File: src/rtl/fft_stage_scheduler_if.sv
// Handshake/status bundle between an FFT frame source, the stage scheduler and
// the cascaded butterfly stages. The scheduler side uses the slave modport.
interface fft_stage_scheduler_if #(
  parameter int NUM_STAGES = 4,
  parameter int STG_W      = 2
);
  logic                  in_valid;
  logic                  in_ready;
  logic                  abort;
  logic [NUM_STAGES-1:0] stage_done;
  logic [NUM_STAGES-1:0] stage_start;
  logic [STG_W-1:0]      cur_stage;
  logic                  busy;
  logic                  frame_done;
  logic [15:0]           frame_cnt;
  logic                  timeout_err;

  modport master (
    output in_valid, abort, stage_done,
    input  in_ready, stage_start, cur_stage, busy, frame_done, frame_cnt, timeout_err
  );

  modport slave (
    input  in_valid, abort, stage_done,
    output in_ready, stage_start, cur_stage, busy, frame_done, frame_cnt, timeout_err
  );
endinterface

File: src/rtl/fft_stage_scheduler.sv
// Sequences NUM_STAGES cascaded FFT stages one after another per frame.
// Optional per-stage WAIT watchdog enabled by defining FFT_SCHED_WATCHDOG_EN.
module fft_stage_scheduler #(
  parameter int NUM_STAGES = 4,
  parameter int STG_W      = 2,
  parameter int TIMEOUT    = 1023
) (
  input logic                  clk,
  input logic                  rst,
  fft_stage_scheduler_if.slave bus
);

  typedef enum logic [2:0] {
    S_IDLE,
    S_START,
    S_WAIT,
    S_DONE,
    S_ERR
  } state_t;

  localparam logic [STG_W-1:0] LAST_STAGE = STG_W'(NUM_STAGES - 1);

  state_t                state_q, state_d;
  logic [STG_W-1:0]      stage_q, stage_d;
  logic [15:0]           frame_cnt_q, frame_cnt_d;
  logic                  timeout_err_q, timeout_err_d;
  logic [NUM_STAGES-1:0] stage_start_q, stage_start_d;
  logic                  busy_q, busy_d;
  logic                  in_ready_q, in_ready_d;
  logic                  frame_done_q, frame_done_d;
  logic                  done_hit;
  logic                  wd_expired;

  // Only the running stage's completion is honoured; stray pulses are dropped.
  assign done_hit = bus.stage_done[stage_q];

`ifdef FFT_SCHED_WATCHDOG_EN
  localparam int WD_W = $clog2(TIMEOUT + 1);

  logic [WD_W-1:0] wd_cnt_q, wd_cnt_d;

  assign wd_expired = (wd_cnt_q == WD_W'(TIMEOUT - 1));

  always_comb begin
    wd_cnt_d = wd_cnt_q;
    if (state_d == S_WAIT && state_q != S_WAIT) begin
      wd_cnt_d = '0;
    end else if (state_q == S_WAIT) begin
      wd_cnt_d = wd_cnt_q + WD_W'(1);
    end
  end

  always_ff @(posedge clk) begin
    if (rst) begin
      wd_cnt_q <= '0;
    end else begin
      wd_cnt_q <= wd_cnt_d;
    end
  end
`else
  // Watchdog compiled out: constant false, so WAIT never gives up.
  assign wd_expired = (TIMEOUT < 0);
`endif

  always_comb begin
    state_d       = state_q;
    stage_d       = stage_q;
    frame_cnt_d   = frame_cnt_q;
    timeout_err_d = timeout_err_q;

    case (state_q)
      S_IDLE: begin
        stage_d = '0;
        if (bus.in_valid) begin
          state_d = S_START;
        end
      end
      S_START: begin
        state_d = S_WAIT;
      end
      S_WAIT: begin
        if (done_hit) begin
          if (stage_q == LAST_STAGE) begin
            state_d     = S_DONE;
            frame_cnt_d = frame_cnt_q + 16'd1;
          end else begin
            state_d = S_START;
            stage_d = stage_q + STG_W'(1);
          end
        end else if (wd_expired) begin
          state_d       = S_ERR;
          timeout_err_d = 1'b1;
        end
      end
      S_DONE: begin
        state_d = S_IDLE;
        stage_d = '0;
      end
      S_ERR: begin
        state_d = S_ERR;
      end
      default: begin
        state_d = S_IDLE;
        stage_d = '0;
      end
    endcase

    // Abort overrides everything above, including a same-edge stage completion.
    if (bus.abort) begin
      state_d       = S_IDLE;
      stage_d       = '0;
      frame_cnt_d   = frame_cnt_q;
      timeout_err_d = 1'b0;
    end
  end

  // Outputs are registered from the next state so they line up with state_q.
  for (genvar gi = 0; gi < NUM_STAGES; gi++) begin : g_start
    assign stage_start_d[gi] = (state_d == S_START) && (stage_d == STG_W'(gi));
  end

  assign busy_d       = (state_d == S_START) || (state_d == S_WAIT) || (state_d == S_DONE);
  assign in_ready_d   = (state_d == S_IDLE);
  assign frame_done_d = (state_d == S_DONE);

  always_ff @(posedge clk) begin
    if (rst) begin
      state_q       <= S_IDLE;
      stage_q       <= '0;
      frame_cnt_q   <= '0;
      timeout_err_q <= 1'b0;
      stage_start_q <= '0;
      busy_q        <= 1'b0;
      in_ready_q    <= 1'b1;
      frame_done_q  <= 1'b0;
    end else begin
      state_q       <= state_d;
      stage_q       <= stage_d;
      frame_cnt_q   <= frame_cnt_d;
      timeout_err_q <= timeout_err_d;
      stage_start_q <= stage_start_d;
      busy_q        <= busy_d;
      in_ready_q    <= in_ready_d;
      frame_done_q  <= frame_done_d;
    end
  end

  assign bus.in_ready    = in_ready_q;
  assign bus.stage_start = stage_start_q;
  assign bus.cur_stage   = stage_q;
  assign bus.busy        = busy_q;
  assign bus.frame_done  = frame_done_q;
  assign bus.frame_cnt   = frame_cnt_q;
  assign bus.timeout_err = timeout_err_q;

endmodule
File: src/flat_wrapper.sv
// flat-port wrapper written by rule: the top's interface ports become plain ports
module fft_stage_scheduler_flat 
#(
  parameter int NUM_STAGES = 4,
  parameter int STG_W      = 2,
  parameter int TIMEOUT    = 1023
)
  (clk, rst, bus_in_valid, bus_abort, bus_stage_done, bus_in_ready, bus_stage_start, bus_cur_stage, bus_busy, bus_frame_done, bus_frame_cnt, bus_timeout_err);
  fft_stage_scheduler_if #(.NUM_STAGES(NUM_STAGES), .STG_W(STG_W)) bus_i ();
  input logic clk;
  input logic rst;
  input wire logic [$bits(bus_i.in_valid)-1:0] bus_in_valid;
  input wire logic [$bits(bus_i.abort)-1:0] bus_abort;
  input wire logic [$bits(bus_i.stage_done)-1:0] bus_stage_done;
  output wire logic [$bits(bus_i.in_ready)-1:0] bus_in_ready;
  output wire logic [$bits(bus_i.stage_start)-1:0] bus_stage_start;
  output wire logic [$bits(bus_i.cur_stage)-1:0] bus_cur_stage;
  output wire logic [$bits(bus_i.busy)-1:0] bus_busy;
  output wire logic [$bits(bus_i.frame_done)-1:0] bus_frame_done;
  output wire logic [$bits(bus_i.frame_cnt)-1:0] bus_frame_cnt;
  output wire logic [$bits(bus_i.timeout_err)-1:0] bus_timeout_err;
  assign bus_i.in_valid = bus_in_valid;
  assign bus_i.abort = bus_abort;
  assign bus_i.stage_done = bus_stage_done;
  assign bus_in_ready = bus_i.in_ready;
  assign bus_stage_start = bus_i.stage_start;
  assign bus_cur_stage = bus_i.cur_stage;
  assign bus_busy = bus_i.busy;
  assign bus_frame_done = bus_i.frame_done;
  assign bus_frame_cnt = bus_i.frame_cnt;
  assign bus_timeout_err = bus_i.timeout_err;
  fft_stage_scheduler #(.NUM_STAGES(NUM_STAGES), .STG_W(STG_W), .TIMEOUT(TIMEOUT)) u_core (.clk(clk), .rst(rst), .bus(bus_i));
endmodule
File: config.mk
export PLATFORM = sky130hd
export DESIGN_NAME = fft_stage_scheduler_flat
export DESIGN_NICKNAME = d
export VERILOG_FILES = /design/src/rtl/fft_stage_scheduler_if.sv /design/src/rtl/fft_stage_scheduler.sv /design/src/flat_wrapper.sv
export SDC_FILE = /design/constraint.sdc
export NUM_CORES = 1
export LEC_CHECK = 0
export ABC_AREA = 1
export CAP_MARGIN = 20
export CELL_PAD_IN_SITES_DETAIL_PLACEMENT = 1
export CELL_PAD_IN_SITES_GLOBAL_PLACEMENT = 1
export CORE_MARGIN = 2
export CORE_UTILIZATION = 35
export CTS_BUF_LIST = sky130_fd_sc_hd__clkbuf_16
export CTS_CLUSTER_DIAMETER = 40
export DETAILED_ROUTE_END_ITERATION = 10
export PLACE_DENSITY_LB_ADDON = 0.1
export SYNTH_ARGS = -nofsm -noshare
export SYNTH_HDL_FRONTEND = slang
export SYNTH_SLANG_ARGS = --single-unit
File: constraint.sdc
create_clock -name clk -period 1.6 [get_ports clk]
set_input_delay 0.24 -clock clk [delete_from_list [all_inputs] [get_ports clk]]
set_output_delay 0.24 -clock clk [all_outputs]
set_load 0.01 [all_outputs]
==> out/metrics.yaml <==
ctsHtreeMaxLevel: 1
drt_wl_total_mm: 3.98
start_util: 0.358
fin_crit_ns: 1.52
die_w_um: 70.3
r2r_start: "u_core.bus.frame_cnt[0]"
drt_iter0_drc: 31
arrival_ns: 1.28
core_area_um2: 4290
cp-start-kind: "register"
synthTopCellsByArea: "dfxtp_1, nand2_1, nor2_1"
post-route-period-util: 0.951
r2r_setup_slack_ns: 0.19
gp_congestion: 0.811
drt-wirelength-per-cell_um: 12.7
clockBufferDepth: 2
reg2regPathDepth: 7
dr.pass1.iters: 4
grt_max_degree: 16
fp-row-count: 24
multiInputGateArea_um2: 852
post_synth.cell_area_avg_um2: 6.95
final_cells: 314
ir_drop_mv: 0.353
holdPathStages: 2
dr_total_vias: 1497
crit_cells: 1
place_ws_ns: -0.0292
synth_nets: 230
drcViolationCount: 0
leakage_nw: 0.756
hpwl_mm: 3.09
synth_cells: 221
antenna_found_initial: 0
crit_buf_inv: 1
ys_warn_count: 0
viasPerCell: 4.77
power.total_mw: 1.36
fin_tns_setup_ns: 0
cpMaxStageDelayCell: "clkdlybuf4s50_1"
cts_buffers: 3
critPathCaptureType: "output pin"
rr_endpoint: "u_core.bus.frame_cnt[8]"
ios: 34
path_max_fanout: 5
worstPathCellList: "clkdlybuf4s50_1"
die_area_um2: 4940
worstSetupPathType: "register to output pin"
regArea_um2: 564
dp.cells: 310
setup_viol: 0
fp.dieH_um: 70.3
drive_above_1_share: 0.172
yosysTopAreaCellShare: 0.365
holdCritStartpoint: "u_core.bus.frame_cnt[15]"
synth_area_um2: 1540
cts_tree: "built"
slew_viol_final: 0
cts_root_buf: "clkbuf_16"
synth_top_area_cell: "dfxtp_1"
hp-class: "register to register"
ant_nets: 0
path_clk_slew_ns: 0.07
portBuffers: 32
ctsHoldBuffers: 0
power_density_nw_per_um2: 663
skew_ns: 0.00654
finalHoldViolCount: 0
grt_overflow_total: 0
antenna_cells: 0
synth-seq-area-share: 0.365
cts.sinks: 28
maxCapViolations: 0
grt_pass1_wl_mm: 6.92
required_ns: 1.36
fillers: 567
max_stage_delay_ns: 0.58
clk_latency_ns: 0.26
fin_nets: 272
synth_cell_type_count: 26
crit_family: "buffers and inverters"
track_usage: 0.173
rsz0062_at_grt: "false"
synth-seq-cells: 28
status: "finished clean"
layout_setup_ws_ns: 0.0776
grt_pass1_vias: 1532
holdPathEnd: "u_core.bus.frame_cnt[15]"
area_growth_pct: 33.3
fmax_ghz: 0.657
==> cells in the final DEF, fill, tap and decap left out <==
cell type,netlist,final
nor2_2,0,1
xnor2_1,5,5
nor2_1,29,28
a21o_1,1,1
xor2_1,5,5
inv_6,1,1
nor3_1,1,1
dfxtp_2,0,3
ha_1,1,1
buf_4,1,9
nor2_4,1,1
nand4_1,4,4
clkinv_1,0,1
clkbuf_16,0,3
o21ai_0,3,3
nand3b_1,1,1
nand3_2,2,2
inv_1,18,18
nand2_1,67,67
clkdlybuf4s50_1,0,32
nand3_1,14,14
dfxtp_1,28,25
nand2_4,1,1
a21oi_1,10,10
buf_12,1,1
nand2_2,12,12
a21oi_2,10,10
conb_1,1,1
inv_2,1,1
==> cell families (layout without fill, tap and decap cells) <==
logic type	after synthesis	count (layout)	share of synthesized area
flip-flops	28	28	0.365
buffers and inverters	25	66	0.0822
XOR/XNOR	10	10	0.0570
adder cells (fa/ha/maj)	1	1	0.00814
other	1	1	0.00244
AND/OR/NAND/NOR	132	132	0.381
AO/OA/AOI/OAI	24	24	0.104
==> power breakdown <==
group,internal [mW],switching [mW]
Sequential,0.702,0.00261
Combinational,0.0385,0.0443
Clock,0.335,0.235
Total,1.08,0.282
==> Yosys cell counts, drive strengths merged <==
library cell / instances
nand3: 16
nand4: 4
nand3b: 1
nor3: 1
inv: 20
ha: 1
a21o: 1
dfxtp: 28
buf: 3
clkbuf: 2
nor2: 30
a21oi: 20
xor2: 5
o21ai: 3
conb: 1
nand2: 80
xnor2: 5
==> registers in the layout (all words and copies together) (netlist names) <==
register,flops
u_core.bus.frame_cnt,16
u_core.bus.cur_stage,2
u_core.bus.in_ready,1
u_core.bus.frame_done,1
u_core.state_q,3
u_core.bus.busy,1
u_core.bus.stage_start,4
==> per-layer routing <==
layer  global-route usage  up-vias  part of all wire
li1                     -      772                 -
met1                0.200      700              0.44
met2                0.325       21              0.52
met3               0.0216        4             0.028
met4               0.0577        0             0.013
met5                    0        -                 0
==> how the worst max path moves through the flow <==
stage / from / end / slack [ns]
2_1_floorplan: u_core.bus.cur_stage[0] / u_core.bus.frame_cnt[5] / 0.25
3_3_place_gp: bus_stage_done[3] / u_core.bus.stage_start[2] / 0.004
3_5_place_dp: bus_stage_done[3] / u_core.bus.frame_cnt[10] / -0.03
4_1_cts: u_core.bus.cur_stage[0] / bus_cur_stage[0] / 0.02
5_1_grt: u_core.bus.frame_cnt[10] / bus_frame_cnt[10] / 0.003
6_report: u_core.bus.frame_cnt[7] / bus_frame_cnt[7] / 0.08
==> layout make-up <==
| class | count | share of cell area |
|---|---|---|
| Multi-Input combinational cell | 168 | 0.416 |
| Tap cell | 52 | 0.0318 |
| Timing Repair Buffer | 42 | 0.199 |
| Clock inverter | 1 | 0.00183 |
| Clock buffer | 3 | 0.0367 |
| Sequential cell | 28 | 0.276 |
| Inverter | 20 | 0.0391 |
==> stage by stage <==
stage	hold WS [ns]	instance area, um^2	util
detailed placement	0.509	1960	0.457
global route	0.547	2050	0.477
global placement	0.491	1960	0.457
finish	0.512	2050	0.477
floorplan	0.319	1540	-
CTS	0.523	2040	0.476
==> what timing repair did <==
action,4_1_cts,5_1_grt
hold endpoints to repair,0,0
resized for setup,0,4
buffers inserted,0,0
endpoints found under the setup margin,0,5
(Power assumes the default switching activity.)
